--- src/rtl/id_ex_stage_reg.sv ---
// ID/EX pipeline register with hazard-driven bubble insertion, PC / IF-ID write
// enables, a saturating stall counter and a sticky long-stall watchdog.
module id_ex_stage_reg (
    input  logic         clk,
    input  logic         rst_n,
    input  logic         Nop,
    input  logic         Flush,
    input  logic         ID_valid,
    input  logic [7:0]   ctrl_ID,
    input  logic [4:0]   rfReSel1_ID,
    input  logic [4:0]   rfReSel2_ID,
    input  logic [4:0]   rfWeSel_ID,
    input  logic [127:0] data_ID,
    output logic         EX_valid,
    output logic [7:0]   ctrl_EX,
    output logic [4:0]   EX_rfReSel1,
    output logic [4:0]   EX_rfReSel2,
    output logic [4:0]   EX_rfWeSel,
    output logic [127:0] data_EX,
    output logic         pcWe,
    output logic         ifidWe,
    output logic [7:0]   stall_cnt,
    output logic         stall_err
);

    localparam logic [7:0] CntMax = 8'hFF;

    typedef enum logic [2:0] {
        StRun,
        StStall1,
        StStall2,
        StStall3,
        StErr
    } state_e;

    state_e state_q, state_d;

    logic         ex_valid_q, ex_valid_d;
    logic [7:0]   ctrl_q, ctrl_d;
    logic [4:0]   re_sel1_q, re_sel1_d;
    logic [4:0]   re_sel2_q, re_sel2_d;
    logic [4:0]   we_sel_q, we_sel_d;
    logic [127:0] data_q, data_d;
    logic [7:0]   stall_cnt_q, stall_cnt_d;
    logic         stall_err_q, stall_err_d;

    // Flush wins over Nop: a redirect squashes ID but must not freeze the front end.
    logic bubble;
    logic squash;
    logic err_set;

    assign bubble = Nop & ~Flush;
    assign squash = Nop | Flush;

    // FSM state register.
    always_ff @(posedge clk or negedge rst_n) begin
        if (!rst_n) begin
            state_q <= StRun;
        end else begin
            state_q <= state_d;
        end
    end

    // FSM next state: consecutive bubble cycles walk toward ERR, anything else returns to RUN.
    always_comb begin
        state_d = state_q;
        unique case (state_q)
            StRun:    state_d = bubble ? StStall1 : StRun;
            StStall1: state_d = bubble ? StStall2 : StRun;
            StStall2: state_d = bubble ? StStall3 : StRun;
            StStall3: state_d = bubble ? StErr    : StRun;
            StErr:    state_d = StErr;
            default:  state_d = StRun;
        endcase
    end

    // FSM outputs: write enables drop only on a bubble; reset keeps the front end running.
    always_comb begin
        pcWe    = 1'b1;
        ifidWe  = 1'b1;
        err_set = 1'b0;
        if (rst_n && bubble) begin
            pcWe   = 1'b0;
            ifidWe = 1'b0;
        end
        if (state_q == StStall3 && bubble) begin
            err_set = 1'b1;
        end
    end

    // Pipeline next state: squashed cycles load an all-zero bubble (no RegWe, no MemW).
    always_comb begin
        ex_valid_d = ID_valid;
        ctrl_d     = ctrl_ID;
        re_sel1_d  = rfReSel1_ID;
        re_sel2_d  = rfReSel2_ID;
        we_sel_d   = rfWeSel_ID;
        data_d     = data_ID;
        if (squash) begin
            ex_valid_d = 1'b0;
            ctrl_d     = '0;
            re_sel1_d  = '0;
            re_sel2_d  = '0;
            we_sel_d   = '0;
            data_d     = '0;
        end
    end

    // ID/EX pipeline registers.
    always_ff @(posedge clk or negedge rst_n) begin
        if (!rst_n) begin
            ex_valid_q <= 1'b0;
            ctrl_q     <= '0;
            re_sel1_q  <= '0;
            re_sel2_q  <= '0;
            we_sel_q   <= '0;
            data_q     <= '0;
        end else begin
            ex_valid_q <= ex_valid_d;
            ctrl_q     <= ctrl_d;
            re_sel1_q  <= re_sel1_d;
            re_sel2_q  <= re_sel2_d;
            we_sel_q   <= we_sel_d;
            data_q     <= data_d;
        end
    end

    // Stall statistics next state: count bubble cycles with saturation, latch the watchdog.
    always_comb begin
        stall_cnt_d = stall_cnt_q;
        if (bubble && stall_cnt_q != CntMax) begin
            stall_cnt_d = stall_cnt_q + 8'd1;
        end
        stall_err_d = stall_err_q | err_set;
    end

    // Stall statistics registers.
    always_ff @(posedge clk or negedge rst_n) begin
        if (!rst_n) begin
            stall_cnt_q <= '0;
            stall_err_q <= 1'b0;
        end else begin
            stall_cnt_q <= stall_cnt_d;
            stall_err_q <= stall_err_d;
        end
    end

    assign EX_valid    = ex_valid_q;
    assign ctrl_EX     = ctrl_q;
    assign EX_rfReSel1 = re_sel1_q;
    assign EX_rfReSel2 = re_sel2_q;
    assign EX_rfWeSel  = we_sel_q;
    assign data_EX     = data_q;
    assign stall_cnt   = stall_cnt_q;
    assign stall_err   = stall_err_q;

endmodule

--- config.mk ---
export PLATFORM = sky130hd
export DESIGN_NAME = id_ex_stage_reg
export DESIGN_NICKNAME = d
export VERILOG_FILES = /design/src/rtl/id_ex_stage_reg.sv
export SDC_FILE = /design/constraint.sdc
export NUM_CORES = 1
export LEC_CHECK = 0
export CAP_MARGIN = 30
export CORE_ASPECT_RATIO = 0.5
export CORE_MARGIN = 1
export CORE_UTILIZATION = 34
export CTS_CLUSTER_SIZE = 30
export DETAILED_ROUTE_END_ITERATION = 6
export HOLD_SLACK_MARGIN = 0.02
export PLACE_DENSITY = 0.77
export SLEW_MARGIN = 20
export SYNTH_ARGS = -nofsm -noshare
export SYNTH_HDL_FRONTEND = slang
export SYNTH_SLANG_ARGS = --single-unit
--- constraint.sdc ---
create_clock -name clk -period 1.3 [get_ports clk]
set_input_delay 0.195 -clock clk [delete_from_list [all_inputs] [get_ports clk]]
set_output_delay 0.195 -clock clk [all_outputs]
set_load 0.01 [all_outputs]
==> run metrics <==
Post-Syn Area roughly 5400 um2; Top Family by Delay on Critical Path flip-flops; Critical-path top delay cell dfrtp_1; core footprint ~15000 um2; Comb pwr share ~16%; RSZ-0062 raised after global routing true; Non-Filler Instances roughly 940; Sw Share 24.0%; max-slew violations 0; Crit path required time 1.58 ns; ratio of cells with drive above 1 in the final layout between 10 and 15%; crit path kind reg -> reg; Final GP Congestion roughly 0.85; design area 9560 um2; Synth warnings 0; router iterations before antenna repair 7; Slew @ Worst Pin approximately 0.48 ns; Post-route DRC 0; # rows 32; Max stage delay on crit path approximately 0.38 ns; Starting Density between 30% and 40%; crit path max fanout 6; Internal Pwr Total 9620 uW; Max transition margin 68.0%; clk_skew between 0.009 and 0.01 ns; Reg clk slew, reported paths 0.07 ns; switching pwr 3040 uW; final number of hold-violating endpoints 0; drt wl/cell between 15 and 20 um; Clock Sinks between 150 and 200; Nets just under 900; Clk pwr share between 40% and 50%; Tot Pwr between 10000 and 15000 uW; status finished with violations; Crit. End Element flop; setup TNS -0.158 ns; WL final 15800 um; I/O pin total between 300 and 400; #FFs+latches synth 164; critical path startpoint category flop; violated checks negative setup slack; number of distinct library cells after synthesis 26; max-cap viol count 0; first-pass GRT wire length between 20000 and 25000 um; H-tree Lvls 4; worst min path class in -> reg; Tcrit/Tclk final 106%; n_diodes 0; crit path time final approximately 1.4 ns; global route overflow 0; Port Buffers 318; Synth Area per Inst between 10 and 15 um2; DRT iter0 DRCs approximately 170; PD cells around 1300 nW/um2; DP Area between 8000 and 9000 um2; CTS max path bufs 2; syn_nets between 500 and 600; chip height around 90 um; vias in the first global route ~4000; Via-to-Cell Ratio approximately 4.1; initial antenna violation count 0; Seq/Total Area, Yosys 76.1%; vias ~3800; pin count of the biggest net entering global routing 89; Total GRT Usage 19.7%; post-DP HPWL between 10000 and 15000 um; f_max roughly 720 MHz; number of fill cells in the layout about 1200; Post-DRT Antenna Nets 0; Crit path buffers/inverters 0; crit path cell chain ha_2, and4_4, a21o_4, mux2_4; post-synthesis cell count ~370; CTS Buf Count 17; Placed Cells 896; clk root buf clkbuf_16; die area roughly 16000 um2; share of power burned in registers a little over two fifths; VDD IR max between 0.9 and 1 mV; WP data arrival between 1.5 and 2 ns; Area Overhead vs Synth 77.3%; Pleak 0.00492 uW; die width between 150 and 200 um; Final setup viols 6; PnR worst setup slack -0.0815 ns; CTS tree built; clock latency on the worst-skew pair approximately 0.4 ns
[synthesized netlist by cell type]
cell      count  area [um2]
dfrtp_1     164        4100
nor2_1        6        22.5
clkbuf_2      8        40.0
and4_4        1        11.3
nor3_2        1        10.0
clkbuf_1      7        26.3
nand2b_1      1        6.26
nand2_1       6        22.5
nor2b_1       1        6.26
mux2_2        1        11.3
nand3_1       5        25.0
xor2_1        4        35.0
inv_1         1        3.75
ha_1          1        12.5
nand2b_2      1        8.76
nor3_1        2        10.0
buf_2         1        5.00
and2_1      152         951
buf_4         1        7.51
xnor2_1       2        17.5
mux2i_1       1        10.0
nor4_2        1        12.5
nor2_2        1        6.26
o21a_1        1        7.51
and3_1        1        6.26
a21o_4        1        15.0
[layout by cell type, fill, tap and decap left out, drive strengths merged, types with 2 or more instances in the layout]
cell type	instances
and2	152
xor2	4
nor3	3
dlygate4sd2	119
clkinvlp	4
nand2b	2
buf	32
clkdlybuf4s50	153
nor2	7
xnor2	2
clkbuf	19
inv	5
nand2	6
nand3	5
clkdlybuf4s15	40
clkinv	2
dfrtp	164
bufinv	3
[metal layers]
metal  share of wire, %  wire length, um  global-route usage (%)  up-vias
met5                  0                0                       0        -
met4                1.0              161                    5.56        0
met3                3.2              508                    4.65       12
met2                 55             8730                    35.4       74
met1                 41             6420                    23.7     1910
li1                   -                -                       -     1834
[sequential cells by signal (all words and copies together), names as in the netlist]
register     flops
data_EX        128
stall_cnt        8
EX_rfWeSel       5
EX_rfReSel1      5
state_q          3
EX_rfReSel2      5
ctrl_EX          8
EX_valid         1
stall_err        1
[power by group through the flow]
stage / Combinational (uW) / Clock (uW) / Sequential, uW
floorplan: 348 / 0 / 5810
global placement: 1890 / 0 / 5660
detailed placement: 1930 / 0 / 5670
CTS: 1870 / 5250 / 5550
global route: 2130 / 5460 / 5580
finish: 1990 / 5110 / 5550
[what timing repair did]
item,CTS,global route
pin swaps,5,4
endpoints found under the hold margin,164,0
buffers inserted,5,4
gates cloned,0,0
hold buffers,1,0
setup endpoints to repair,169,43
resized for setup,199,39
[area by class of cell]
type | instances | area [um2] | area share, %
clock inverters | 13 | 173 | 1.81
clock buffers | 18 | 429 | 4.49
multi-input cells | 190 | 1270 | 13.2
repair buffers | 346 | 3330 | 34.8
flip-flops and latches | 164 | 4110 | 42.9
well taps | 204 | 255 | 2.67
inverters | 1 | 3.75 | 0.0393
[through the flow]
step	setup slack [ns]	util [%]	hold WS, ns
after floorplan	-0.150	-	-0.101
after global placement	-0.343	58.2	0.271
after detailed placement	-0.337	58.2	0.282
after CTS	-0.0818	61.2	0.313
after global routing	-0.126	61.9	0.316
final	-0.0815	61.9	0.331
[final timing paths]
path / cells past startpoint / start / to / slack [ns]
hold / removal: 2 / data_ID[78] / data_EX[78] / 0.33
min in group asynchronous: 3 / rst_n / data_EX[126] / 0.40
hold reg to reg: 1 / stall_err / stall_err / 0.48
setup / recovery: 4 / stall_cnt[0] / stall_cnt[1] / -0.08
setup reg to reg: 4 / stall_cnt[0] / stall_cnt[1] / -0.08
max in group asynchronous: 3 / rst_n / data_EX[62] / 0.50
[kinds of logic (layout without fill, tap and decap cells)]
logic type	after synthesis	count (layout)	share of synthesized area, %
xor gates and xnor gates	6	6	0.974
muxes	2	2	0.394
DFF	164	164	76.1
buffers and inverters	18	378	1.53
and+or+nand+nor	179	179	20.4
AOI/OAI and AO/OA	2	2	0.418
adders and majority gates	1	1	0.232
No activity file was read; power rests on OpenSTA's default activity.
